$ cat config.mk
export PLATFORM = sky130hd
export DESIGN_NAME = uinstr_issue_ctrl
export DESIGN_NICKNAME = d
export VERILOG_FILES = /design/src/rtl/config_pkg.sv /design/src/rtl/uinstr_issue_ctrl_scoreboard.sv /design/src/rtl/uinstr_issue_ctrl.sv
export SDC_FILE = /design/constraint.sdc
export NUM_CORES = 1
export LEC_CHECK = 0
export BUFFER_PORTS_ARGS = -buffer_cell sky130_fd_sc_hd__buf_2
export CAP_MARGIN = 20
export CORE_AREA = 3 3 75 77
export DETAILED_ROUTE_END_ITERATION = 16
export DIE_AREA = 0 0 78 80
export PLACE_DENSITY = 0.79
export SETUP_SLACK_MARGIN = 0.02
export SYNTH_ARGS = -nofsm -noshare
export SYNTH_HDL_FRONTEND = slang
export SYNTH_HIERARCHICAL = 1
export SYNTH_SLANG_ARGS = --single-unit
$ cat constraint.sdc
create_clock -name clk_i -period 3.8 [get_ports clk_i]
set_input_delay 0.38 -clock clk_i [delete_from_list [all_inputs] [get_ports clk_i]]
set_output_delay 0.38 -clock clk_i [all_outputs]
set_load 0.005 [all_outputs]
$ cat src/rtl/config_pkg.sv
// rtl/config_pkg.sv - shared widths, micro-instruction format and scoreboard types
package config_pkg;

    localparam int AW = 4;
    localparam int CW = 8;

    typedef logic [AW-1:0]     addr_t;
    typedef logic [2**AW-1:0]  sboard_t;

    // vrs1/vrs2 are sources, vrs3 is the destination
    typedef struct packed {
        logic [CW-1:0] op;
        addr_t         vrs3;
        addr_t         vrs2;
        addr_t         vrs1;
    } uinstr_t;

    parameter int MAX_OUT_DEF = 8;

    // One-hot mask selecting a single register's busy bit
    function automatic sboard_t addr_mask(input addr_t a);
        return sboard_t'(1) << a;
    endfunction

endpackage

$ cat src/rtl/uinstr_issue_ctrl_scoreboard.sv
// rtl/uinstr_issue_ctrl_scoreboard.sv - per-register pending-write bits with set-over-clear priority
module uinstr_scoreboard
    import config_pkg::*;
(
    input  logic    clk_i,
    input  logic    arst_i,
    input  logic    set_en,
    input  addr_t   set_addr,
    input  logic    clr_en,
    input  addr_t   clr_addr,
    output sboard_t busy
);

    sboard_t set_mask;
    sboard_t clr_mask;

    // Decode set/clear requests into masks
    always_comb begin
        set_mask = set_en ? addr_mask(set_addr) : '0;
        clr_mask = clr_en ? addr_mask(clr_addr) : '0;
    end

    // Clear first, then set, so a same-cycle set on the same register wins
    always_ff @(posedge clk_i or posedge arst_i) begin
        if (arst_i) begin
            busy <= '0;
        end else begin
            busy <= (busy & ~clr_mask) | set_mask;
        end
    end

endmodule

$ cat src/rtl/uinstr_issue_ctrl.sv
// rtl/uinstr_issue_ctrl.sv - in-order uinstr issue with hazard scoreboard and in-flight cap (option: UINSTR_ISSUE_CPL_BYPASS_EN)
module uinstr_issue_ctrl
    import config_pkg::*;
#(
    parameter int MAX_OUT = MAX_OUT_DEF
) (
    input  logic                         clk_i,
    input  logic                         arst_i,
    input  uinstr_t                      in_uinstr_i,
    input  logic                         in_valid_i,
    output logic                         in_ready_o,
    output uinstr_t                      iss_uinstr_o,
    output logic                         iss_valid_o,
    input  logic                         iss_ready_i,
    input  logic                         cpl_valid_i,
    input  addr_t                        cpl_addr_i,
    output sboard_t                      busy_o,
    output logic [$clog2(MAX_OUT+1)-1:0] out_cnt_o,
    output logic                         idle_o
);

    localparam int CNTW = $clog2(MAX_OUT + 1);
    localparam logic [CNTW-1:0] MAX_CNT = CNTW'(MAX_OUT);

    logic            hold_v;
    uinstr_t         hold_q;
    logic [CNTW-1:0] cnt_q;
    logic [CNTW-1:0] cnt_lim;
    sboard_t         busy;
    sboard_t         busy_eff;
    logic            hazard;
    logic            iss_fire;
    logic            in_fire;
    logic            cpl_dec;

    // A completion only decrements when something is outstanding (saturate at 0)
    assign cpl_dec  = cpl_valid_i && (cnt_q != '0);
    assign iss_fire = iss_valid_o && iss_ready_i;
    assign in_fire  = in_valid_i && in_ready_o;

    // Hazard/limit view: registered state, or with a same-cycle completion folded in
    always_comb begin
`ifdef UINSTR_ISSUE_CPL_BYPASS_EN
        busy_eff = busy & ~(cpl_valid_i ? addr_mask(cpl_addr_i) : sboard_t'(0));
        cnt_lim  = cnt_q - CNTW'(cpl_dec);
`else
        busy_eff = busy;
        cnt_lim  = cnt_q;
`endif
        hazard = busy_eff[hold_q.vrs1] | busy_eff[hold_q.vrs2] | busy_eff[hold_q.vrs3];
    end

    // Issue and accept handshakes; a held uinstr leaving frees the slot the same cycle
    always_comb begin
        iss_valid_o  = hold_v && !hazard && (cnt_lim < MAX_CNT);
        in_ready_o   = !hold_v || iss_fire;
        iss_uinstr_o = hold_q;
        out_cnt_o    = cnt_q;
        busy_o       = busy;
        idle_o       = !hold_v && (cnt_q == '0);
    end

    // Single-entry hold register between the front end and the datapath
    always_ff @(posedge clk_i or posedge arst_i) begin
        if (arst_i) begin
            hold_v <= 1'b0;
            hold_q <= '0;
        end else if (in_fire) begin
            hold_v <= 1'b1;
            hold_q <= in_uinstr_i;
        end else if (iss_fire) begin
            hold_v <= 1'b0;
        end
    end

    // In-flight counter; simultaneous issue and completion cancel out
    always_ff @(posedge clk_i or posedge arst_i) begin
        if (arst_i) begin
            cnt_q <= '0;
        end else if (iss_fire && !cpl_dec) begin
            cnt_q <= cnt_q + CNTW'(1);
        end else if (!iss_fire && cpl_dec) begin
            cnt_q <= cnt_q - CNTW'(1);
        end
    end

    uinstr_scoreboard u_sboard (
        .clk_i    (clk_i),
        .arst_i   (arst_i),
        .set_en   (iss_fire),
        .set_addr (hold_q.vrs3),
        .clr_en   (cpl_valid_i),
        .clr_addr (cpl_addr_i),
        .busy     (busy)
    );

`ifndef SYNTHESIS
    // A completion must match an outstanding write to that register
    cpl_protocol_a: assert property (@(posedge clk_i) disable iff (arst_i)
        cpl_valid_i |-> ((cnt_q != '0) && busy[cpl_addr_i]))
        else $error("uinstr_issue_ctrl: completion without matching outstanding write");
`endif

endmodule
Word level (Yosys, flattened, before mapping)
Index checks and enable logic that the tools add are counted. W data, S select, Z words.

Flip-flop bits (word level): 41. Input port bits: 29. Output and inout bits: 43.

Add/sub/neg operators: 2. $lt $le $gt $ge: 4. Muxes and demuxes: 12. Reductions and logical operators: 17. Shifts and indexed selects: 2. Bitwise gates (word level): 5.

Operator list (count): $mux W16 (2); $shl A1 B4 Y16 const A (2); $and A16 B16 Y16 (1); $not A16 Y16 (1); $or A16 B16 Y16 (1); $lt A4 B5 Y1 const B (3); $bmux W1 S4 (3); $logic_and A1 B1 Y1 (8); $mux W4 (2); $mux W1 (5); $add A4 B1 Y4 const B (1); $logic_not A1 Y1 (4); $logic_not A4 Y1 (1); $lt A4 B4 Y1 const B (1); $reduce_bool A2 Y1 (2); $reduce_bool A4 Y1 (1); $sub A4 B1 Y4 const B (1); $or A1 B1 Y1 (2); $logic_or A1 B1 Y1 (1).

Longest topological paths before layout
Gate-level depths: netlist of run 1.

Depth in word-level cells: 12. Mapped depth: 14. Depth with buffers taken out: 13.

By module
The synthesis of run 1 kept the hierarchy.

By module, submodules not included: uinstr_issue_ctrl (instances 1, seq. area each 625.6 µm², area each 1841.8 µm², cells an instance 171); uinstr_scoreboard (instances 1, seq. area each 400.4 µm², area each 669.4 µm², cells an instance 65).

Least setup slack after synthesis of run 1
No wires, ideal clock.

Path kind: reg2reg. Start point: register hold_q, in the netlist iss_uinstr_o[10]. End point: register cnt_q[3], in the netlist out_cnt_o[3]. Cell stages (with the launch flop): 15. Setup slack: 0.598 ns. Data required time: 3.674 ns. Library setup time: 0.126 ns. Buffers on the path: 1. Clock period less this slack: 3.202 ns. Arrival time: 3.076 ns. Path through: dfrtp_1 -> clkbuf_1 -> mux2i_1 -> o22ai_1 -> nor4_1 -> nand2_1 -> nor3_1 -> ha_1 -> inv_1 -> ha_1 -> a21o_1 -> a21oi_1 -> xnor2_1 -> nor2_1 -> xor2_1.

Longest elaborated chain between the ends: 10. Elaborated cells on any way between the ends: 12. Classes of those cells: 3 x mux; 1 x bitwise; 8 x reduce/logical.

Ends and longest elaborated chain: from (decl) (line uinstr_issue_ctrl.sv:26) `uinstr_t hold_q;`; from (signal assigned) (line uinstr_issue_ctrl.sv:70) `hold_q <= in_uinstr_i;`; $bmux W1 S4 (*) (line uinstr_issue_ctrl.sv:50) `hazard = busy_eff[hold_q.vrs1] | busy_eff[hold_q.vrs2] | busy_eff[hold_q.vrs3];`; $mux W1 (implied by the code) (*) (line uinstr_issue_ctrl.sv:50); $or A1 B1 Y1 (*) (line uinstr_issue_ctrl.sv:50); $logic_not A1 Y1 (*) (line uinstr_issue_ctrl.sv:55) `iss_valid_o = hold_v && !hazard && (cnt_lim < MAX_CNT);`; $logic_and A1 B1 Y1 (*) (2 in a row) (line uinstr_issue_ctrl.sv:55); $logic_and A1 B1 Y1 (*) (line uinstr_issue_ctrl.sv:38) `assign iss_fire = iss_valid_o && iss_ready_i;`; via iss_fire (line uinstr_issue_ctrl.sv:32) `logic iss_fire;`; $logic_not A1 Y1 (line uinstr_issue_ctrl.sv:82) `end else if (!iss_fire && cpl_dec) begin`; $logic_and A1 B1 Y1 (line uinstr_issue_ctrl.sv:82); $reduce_bool A2 Y1 (no source line); to (signal assigned) (line uinstr_issue_ctrl.sv:81) `cnt_q <= cnt_q + CNTW'(1);`; to (signal assigned) (line uinstr_issue_ctrl.sv:83) `cnt_q <= cnt_q - CNTW'(1);`; to (decl) (line uinstr_issue_ctrl.sv:27) `logic [CNTW-1:0] cnt_q;`.

Mark *: on every way through the listed nets, which the timed path passes. The rest lies on a longest branch. The select of a mux whose other input is x is not followed. A chain may end at the register's enable or synchronous reset.

Worst setup path in the final report of run 1
Ends and elaborated chain as after synthesis.

==> flow_metrics.tcl, run 1 <==
set metrics [dict create \
    status "finished clean" \
    path_cells "mux2i_1, o22ai_1, nor4_1, nand2_1, nor3_2, ha_1, inv_1, ha_1, a21o_1, a21oi_1, xnor2_1, nor2_1, xor2_1" \
    core_um2 5070 \
    area_growth_pct 21.2 \
    r2r_slack_ns 0.37 \
    ios 72 \
    p_seq_frac 0.378 \
    cp-start-kind "register" \
    cap_violations 0 \
    power.density_nw_per_um2 843 \
    max_slew.worst_pin.slew_ns 0.664 \
    hold_violations 0 \
    wl_per_cell_um 17.0 \
    relSlewSlack 0.556 \
    clock-root-buffer "clkbuf_8" \
    p_sw_frac 0.432 \
    final_area_um2 3040 \
    p_int_uw 1460 \
    synthArstFlopShare 1.00 \
    period_share 0.902 \
    syn_area_um2 2510 \
    place_congestion 0.862 \
    cts_sinks 41 \
    seq_area_frac_synth 0.409 \
    maxSlewViolCount 0 \
    ys_warn_count 6 \
    grt_first_pass_wirelength_um 10300 \
    fill_cells 442 \
    grt-busiest-layer "met2" \
    die_x_um 78 \
    use_met1 0.281 \
    timing.fmax_ghz 0.292 \
    drt-initial-drc-count 201 \
    dieArea_um2 6240 \
    pwr-share-comb 0.499 \
    nets 340 \
    syn_inst 236 \
    hp-class "in -> reg" \
    avgSynthCellArea_um2 10.6 \
    p_clk_frac 0.123 \
    slowest_delay_ns 0.62 \
    dp_hpwl_um 4700 \
    clock_latency_ns 0.30 \
    dr_total_vias 2171 \
    chipHeight_um 80 \
    start_util 0.495 \
    numCtsBuffers 5 \
    finalCriticalPeriod_ns 3.43 \
    grt.met3_usage 0.0463 \
    regToRegStartpoint "iss_uinstr_o[10]" \
    finalClockSkew_ns 0.00621 \
    reg2reg_depth 13 \
    grt_util_all_layers 0.215 \
    net-switching-power_uw 1110 \
    crit_buf_inv 1 \
    arrival_ns 3.61 \
    n_antenna_cell 0 \
    synth_cell_type_count 42 \
    synth-seq-cells 41 \
    peakVddDrop_uv 468 \
    critPathKind "reg -> reg" \
    clockBufferDepth 2 \
    endpoint_kind "register" \
    drt-total-wl_um 6430 \
    syn-num-nets 269 \
    min_path_cells 2 \
    rows 26 \
    path_delay_family "simple AND/OR/NAND/NOR gates" \
    grt_max_degree 26 \
    leakagePower_uw 0.00146 \
    fin_setup_tns_ns 0 \
    reg2reg_to "out_cnt_o[3]" \
    clkSlewWorstSetupHoldPaths_ns 0.08 \
    cpMaxStageDelayCell "dfrtp_1" \
    final_core_util 0.600 \
    ys.flop_type "dfrtp_1" \
    dpl_cell_area_um2 2900 \
    worstPathMaxFanout 12 \
    htreeDepth 2 \
    hold_path_startpoint "in_valid_i" \
    path_common_cell "ha_1" \
    grt_pass1_vias 2071 \
    rsz0062_at_grt "false" \
    grt.overflow.total 0 \
    ant_nets 0 \
    synth_edf_count 0 \
    cp.required_ns 3.99 \
    viasPerCell 5.74 \
    min_to "hold_v" \
    drive_gt1_frac 0.383 \
    drtPass1Iterations 5 \
    drc 0 \
    cts_tree "done" \
    finalSetupViolCount 0 \
    io_buffers 71 \
    use_met2 0.354 \
    antenna_found_initial 0 \
]
cell type report:
class,count,area (um2),share of cell area
multi-input cells,156,1310,0.431
flip-flops and latches,41,1030,0.337
repair buffers,76,415,0.136
inverters,27,101,0.0333
clock buffers,7,96.3,0.0316
well taps,70,87.6,0.0288
clock inverters,1,5.00,0.00164
cell usage in the layout, fill, tap and decap left out, types with 2 or more instances in the layout:
master / n
mux2i_1: 11
dfrtp_1: 41
nand2_1: 26
or2_2: 2
nor2_1: 5
o21ai_1: 10
clkbuf_8: 7
mux4_2: 7
nand2b_1: 4
buf_4: 3
o21ai_0: 23
buf_2: 71
nand3_1: 5
nand3b_1: 9
xnor2_1: 3
inv_1: 26
o32ai_2: 19
or3b_1: 4
o22ai_1: 5
ha_1: 3
cell usage after synthesis (all sizes together) (2+ instances only):
library cell  instances  area (um2)
nand3b                9        67.6
o32ai                20         318
o21ai                33         165
mux4                  7         158
clkbuf                6        22.5
inv                  27         101
nor2                  5        18.8
nor4                  2        18.8
or3b                  5        46.3
xnor2                 3        26.3
nand3                 5        25.0
or2                   3        18.8
ha                    3        37.5
nand2b                4        25.0
o22ai                 5        31.3
buf                   6        53.8
nand2                26        97.6
mux2i                11         110
dfrtp                41        1030
flip-flops by register name (all words and copies together) (netlist names):
register and cells:
u_sboard/busy 16, out_cnt_o 4, iss_uinstr_o 20, hold_v 1
stage by stage:
step                setup WS [ns]  power, uW  instances  hold slack (ns)
floorplan                   0.598       1820        236            0.294
global placement            0.472       2200        368            0.470
detailed placement          0.266       2240        368            0.481
CTS                         0.194       2560        376            0.166
global route                0.164       2760        378            0.312
finish                      0.374       2570        378            0.299
power by group through the flow:
stage | Clock, uW | Combinational (uW) | Sequential, uW
5_1_grt | 341 | 1410 | 1000
4_1_cts | 320 | 1280 | 959
3_3_place_gp | 0 | 1240 | 956
6_report | 317 | 1280 | 969
3_5_place_dp | 0 | 1270 | 967
2_1_floorplan | 0 | 965 | 857
worst max path at each step:
stage | from | end | slack, ns | cells past startpoint
floorplan | iss_uinstr_o[10] | out_cnt_o[3] | 0.60 | 14
global placement | iss_uinstr_o[5] | out_cnt_o[3] | 0.47 | 13
detailed placement | iss_uinstr_o[10] | out_cnt_o[3] | 0.27 | 13
CTS | iss_uinstr_o[10] | out_cnt_o[3] | 0.19 | 13
global route | iss_uinstr_o[10] | out_cnt_o[3] | 0.16 | 13
finish | iss_uinstr_o[10] | out_cnt_o[3] | 0.37 | 13
repair_timing:
action | in CTS | in global routing
setup endpoints to repair | 0 | 1
hold endpoints to repair | 0 | 1
setup buffers | 0 | 0
hold buffers | 0 | 1
resized for setup | 0 | 1
per-layer routing:
layer | up-vias | share of wire | wire length [um]
met1 | 1052 | 0.41 | 2610
met3 | 15 | 0.080 | 512
met5 | - | 0 | 0
li1 | 1004 | - | -
met4 | 0 | 0.019 | 123
met2 | 100 | 0.49 | 3180
logic make-up (layout without fill, tap and decap cells):
| family | after synthesis | in the layout | synth area share |
|---|---|---|---|
| muxes | 19 | 19 | 0.111 |
| adders and majority gates | 4 | 4 | 0.0229 |
| AOI/OAI and AO/OA | 64 | 64 | 0.229 |
| xor gates and xnor gates | 4 | 4 | 0.0140 |
| buffers and inverters | 39 | 111 | 0.0707 |
| DFF | 41 | 41 | 0.409 |
| and+or+nand+nor | 65 | 65 | 0.143 |
Power figures use the tool's default switching activity.
==> inputs of run 2 (changes only) <==
CORE_AREA = 2 2 73 75   (was 3 3 75 77)
DIE_AREA = 0 0 75 77   (was 0 0 78 80)
PLACE_DENSITY = 0.81   (was 0.79)
==> run 2 against run 1 <==
Register-to-register slack barely moved. Via count is 1.8% higher. Setup slack got worse by 0.0091 ns. Non-clock buffer count is 2 lower. Critical endpoint unchanged. Wire length grew 3.9%.
==> flow_metrics.tcl, run 2 (synthesis results as in run 1) <==
set metrics [dict create \
    status "finished clean" \
    drtPass1Iterations 5 \
    worstPathMaxFanout 12 \
    io_buffers 71 \
    numCtsBuffers 5 \
    mostFrequentLayoutCell "buf_2" \
    antenna_found_initial 0 \
    die_x_um 75 \
    reg2reg_depth 13 \
    cts_tree "done" \
    pwr-share-comb 0.501 \
    maxSlewViolCount 0 \
    nets 338 \
    max_slew.worst_pin.slew_ns 0.922 \
    htreeDepth 2 \
    drc 0 \
    finalSetupViolCount 0 \
    power.density_nw_per_um2 858 \
    clkSlewWorstSetupHoldPaths_ns 0.08 \
    start_util 0.505 \
    p_clk_frac 0.121 \
    period_share 0.904 \
    clockBufferDepth 2 \
    net-switching-power_uw 1130 \
    place_congestion 0.890 \
    final_core_util 0.604 \
    cts_sinks 41 \
    grt_first_pass_wirelength_um 10600 \
    arrival_ns 3.62 \
    cpMaxStageDelayCell "dfrtp_1" \
    endpoint_kind "register" \
    p_seq_frac 0.379 \
    dp_hpwl_um 4720 \
    finalCriticalPeriod_ns 3.43 \
    viasPerCell 5.88 \
    post-place-cells 368 \
    cp.required_ns 3.98 \
    slowest_delay_ns 0.63 \
    relSlewSlack 0.384 \
    hp-class "in -> async" \
    p_sw_frac 0.437 \
    finalClockSkew_ns 0.00857 \
    peakVddDrop_uv 411 \
    rsz0062_at_grt "false" \
    final_cells 376 \
    drt-total-wl_um 6680 \
    grt.overflow.total 0 \
    fin_setup_tns_ns 0 \
    clock_latency_ns 0.30 \
    ant_nets 0 \
    ios 72 \
    regToRegStartpoint "iss_uinstr_o[10]" \
    core_um2 4980 \
    cp-start-kind "register" \
    path_common_cell "ha_1" \
    leakagePower_uw 0.00144 \
    rows 26 \
    wl_per_cell_um 17.8 \
    cap_violations 0 \
    dieArea_um2 5780 \
    drive_gt1_frac 0.382 \
    grt_pass1_vias 2149 \
    area_growth_pct 19.7 \
    final_cell_mix "buf_2 (71), dfrtp_1 (41), inv_1 (26), nand2_1 (26), o21ai_0 (23)" \
    path_cells "mux2i_1, o22ai_1, nor4_1, nand2_1, nor3_2, ha_1, inv_1, ha_1, a21o_1, a21oi_1, xnor2_1, nor2_1, xor2_1" \
    grt_util_all_layers 0.243 \
    largest_reg_flops 20 \
    critPathKind "reg -> reg" \
    timing.fmax_ghz 0.291 \
    hold_violations 0 \
    r2r_slack_ns 0.37 \
    dr_total_vias 2211 \
    n_antenna_cell 0 \
    grt_max_degree 26 \
    clock-root-buffer "clkbuf_8" \
    reg2reg_to "out_cnt_o[3]" \
    chipHeight_um 77 \
    p_int_uw 1450 \
    drt-initial-drc-count 188 \
]
[run 2: worst max-delay path: cells and delay by family (launching register included)]
kind            cells  cell delay [ns]
xor+xnor            2             0.27
fa+ha+maj           2             0.53
compound gates      3             0.46
flops               1             0.63
buf+inv             1             0.09
simple gates        4             1.10
mux                 1             0.25
[run 2: stage by stage]
stage / hold WS (ns) / total power [uW] / worst slack, ns / instance area [um2]
4_1_cts: 0.169 / 2570 / 0.225 / 3000
5_1_grt: 0.198 / 2760 / 0.0763 / 3010
3_3_place_gp: 0.480 / 2200 / 0.479 / 2900
3_5_place_dp: 0.492 / 2240 / 0.237 / 2900
2_1_floorplan: 0.294 / 1820 / 0.598 / 2510
6_report: 0.153 / 2580 / 0.365 / 3010
[run 2: layout make-up]
class,count,area (um2)
Timing Repair Buffer,74,378
Clock inverter,1,5.00
Clock buffer,7,96.3
Tap cell,70,87.6
Multi-Input combinational cell,156,1310
Inverter,27,101
Sequential cell,41,1030
Fill cell,433,1970
[run 2: how the worst max path moves through the flow]
stage	startpoint	endpoint	slack (ns)	cells after the start
final	iss_uinstr_o[10]	out_cnt_o[3]	0.37	13
after global routing	iss_uinstr_o[10]	out_cnt_o[3]	0.08	13
after CTS	iss_uinstr_o[10]	out_cnt_o[3]	0.22	13
after detailed placement	iss_uinstr_o[10]	out_cnt_o[3]	0.24	13
after global placement	iss_uinstr_o[4]	out_cnt_o[3]	0.48	13
after floorplan	iss_uinstr_o[10]	out_cnt_o[3]	0.60	14
[run 2: repair_timing]
action | CTS | global route
hold buffers | 0 | 0
setup buffers | 0 | 0
setup endpoints to repair | 0 | 1
resized for setup | 0 | 1
hold endpoints to repair | 0 | 0
[run 2: routing by layer]
layer  vias to the layer above  track usage  wire length, um
met5                         -            0                0
met4                         0        0.105              189
met3                        22       0.0486              484
met2                       128        0.388             3400
met1                      1063        0.316             2600
li1                        998            -                -
[run 2: power groups by stage]
stage / clock [uW] / sequential [uW] / combinational [uW]
5_1_grt: 336 / 1000 / 1420
4_1_cts: 317 / 964 / 1290
2_1_floorplan: 0 / 857 / 965
3_3_place_gp: 0 / 958 / 1240
3_5_place_dp: 0 / 970 / 1270
6_report: 312 / 976 / 1290
==> inputs of run 3 (changes only) <==
REMOVE_ABC_BUFFERS = 1   (was unset)
==> run 3 against run 2 <==
Clock skew rose by 0.0010 ns. Worst hold slack improved by 0.0070 ns. Critical path type unchanged. First-iteration DRC count is 18% lower. Sequential share of layout area grew 0.17 points. Global-route usage shrank 2.2 points. Power fell by 1.9%. Count of clock-buffer cells in the layout did not move. Die area did not move. Non-clock buffer count did not move. Sequential power fell by 2%. Wire length fell by 7.5%. Critical endpoint unchanged. Core utilization decreased by 0.30 points.
==> flow_metrics.tcl, run 3 (synthesis results as in run 1) <==
set metrics [dict create \
    viasPerCell 5.74 \
    max_slew.worst_pin.slew_ns 0.937 \
    wl_per_cell_um 16.5 \
    hp-class "in -> async" \
    cts_resized 0 \
    critPathKind "reg -> reg" \
    status "finished clean" \
    cp-start-kind "register" \
    clkSlewWorstSetupHoldPaths_ns 0.08 \
    final_cells 375 \
    hold_violations 0 \
    start_util 0.505 \
    worstPathMaxFanout 12 \
    grt_pass1_vias 2015 \
    cts_tree "done" \
    cts_sinks 41 \
    arrival_ns 3.60 \
    drtPass1Iterations 5 \
    cp.required_ns 3.97 \
    fin_setup_tns_ns 0 \
    grt_first_pass_wirelength_um 9670 \
    die_x_um 75 \
    grt.overflow.total 0 \
    ant_nets 0 \
    mostFrequentLayoutCell "buf_2" \
    clock-root-buffer "clkbuf_8" \
    htreeDepth 2 \
    dieArea_um2 5780 \
    relSlewSlack 0.374 \
    cap_violations 0 \
    r2r_slack_ns 0.37 \
    dp_hpwl_um 4620 \
    drt-total-wl_um 6180 \
    rows 26 \
    core_um2 4980 \
    io_buffers 71 \
    numCtsBuffers 5 \
    post-cts-setup-buffers 0 \
    chipHeight_um 77 \
    path_cells "mux2i_1, o22ai_1, nor4_1, nand2_1, nor3_2, ha_1, inv_1, ha_1, a21o_1, a21oi_1, xnor2_1, nor2_1, xor2_1" \
    slowest_delay_ns 0.62 \
    finalCriticalPeriod_ns 3.43 \
    maxSlewViolCount 0 \
    grt_util_all_layers 0.221 \
    final_cell_mix "buf_2 (71), dfrtp_1 (41), inv_1 (26), nand2_1 (26), o21ai_0 (23)" \
    cpMaxStageDelayCell "dfrtp_1" \
    endpoint_kind "register" \
    crit_buf_inv 1 \
    period_share 0.902 \
    finalClockSkew_ns 0.00962 \
    peakVddDrop_uv 472 \
    area_growth_pct 19.1 \
    drc 0 \
    timing.fmax_ghz 0.292 \
    ios 72 \
    grt_max_degree 26 \
    path_delay_family "simple AND/OR/NAND/NOR gates" \
    drive_gt1_frac 0.377 \
    antenna_found_initial 0 \
    drt-initial-drc-count 155 \
    path_common_cell "ha_1" \
    clockBufferDepth 2 \
    n_antenna_cell 0 \
    rsz0062_at_grt "false" \
    clock_latency_ns 0.30 \
    power.density_nw_per_um2 846 \
    leakagePower_uw 0.00143 \
    hold_buffers 0 \
    finalSetupViolCount 0 \
    largest_reg_flops 20 \
    nets 338 \
    post-place-cells 368 \
    place_congestion 0.888 \
    dr_total_vias 2153 \
]
## run 3: where the power goes
group / internal (uW) / leakage, uW / switching [uW] / total (uW)
sequential: 637 / 0.000522 / 322 / 960
combinational: 655 / 0.000863 / 627 / 1280
clock: 144 / 0.0000443 / 144 / 288
## run 3: path summary, 6_finish.rpt
path,from,end,cells past startpoint
worst max-delay path,iss_uinstr_o[10],out_cnt_o[3],13
worst min-delay path,arst_i,u_sboard/busy[8],2
worst max register to register,iss_uinstr_o[10],out_cnt_o[3],13
worst min register to register,iss_uinstr_o[12],iss_uinstr_o[12],2
max in group asynchronous,arst_i,out_cnt_o[3],2
min in group clk_i,in_valid_i,hold_v,2
## run 3: area by class of cell
class	instances	area [um2]
clock buffers	7	86.3
fillers	431	1990
inverters	27	101
multi-input cells	156	1310
flip-flops and latches	41	1030
well taps	70	87.6
repair buffers	74	378
## run 3: through the flow
step           setup WS (ns)  cell area [um2]  utilization  hold WS (ns)  power, uW
2_1_floorplan          0.695             2430            -         0.294       1750
3_3_place_gp           0.497             2900        0.583         0.475       2190
3_5_place_dp           0.344             2900        0.583         0.479       2240
4_1_cts                0.290             2990        0.600         0.169       2530
5_1_grt                0.170             2990        0.601         0.200       2710
6_report               0.372             2990        0.601         0.160       2530
## run 3: metal layers
layer,track usage,share of wire,vias up
li1,-,-,1000
met1,0.304,0.41,1031
met2,0.336,0.49,104
met3,0.0460,0.077,18
met4,0.0929,0.024,0
met5,0,0,-
## run 3: worst register-to-register path, delay by kind of cell, from the launching register on
family          cells  cell delay (ns)
mux                 1             0.24
simple gates        4             1.04
buf+inv             1             0.09
compound gates      3             0.49
fa+ha+maj           2             0.54
xor+xnor            2             0.28
flops               1             0.62
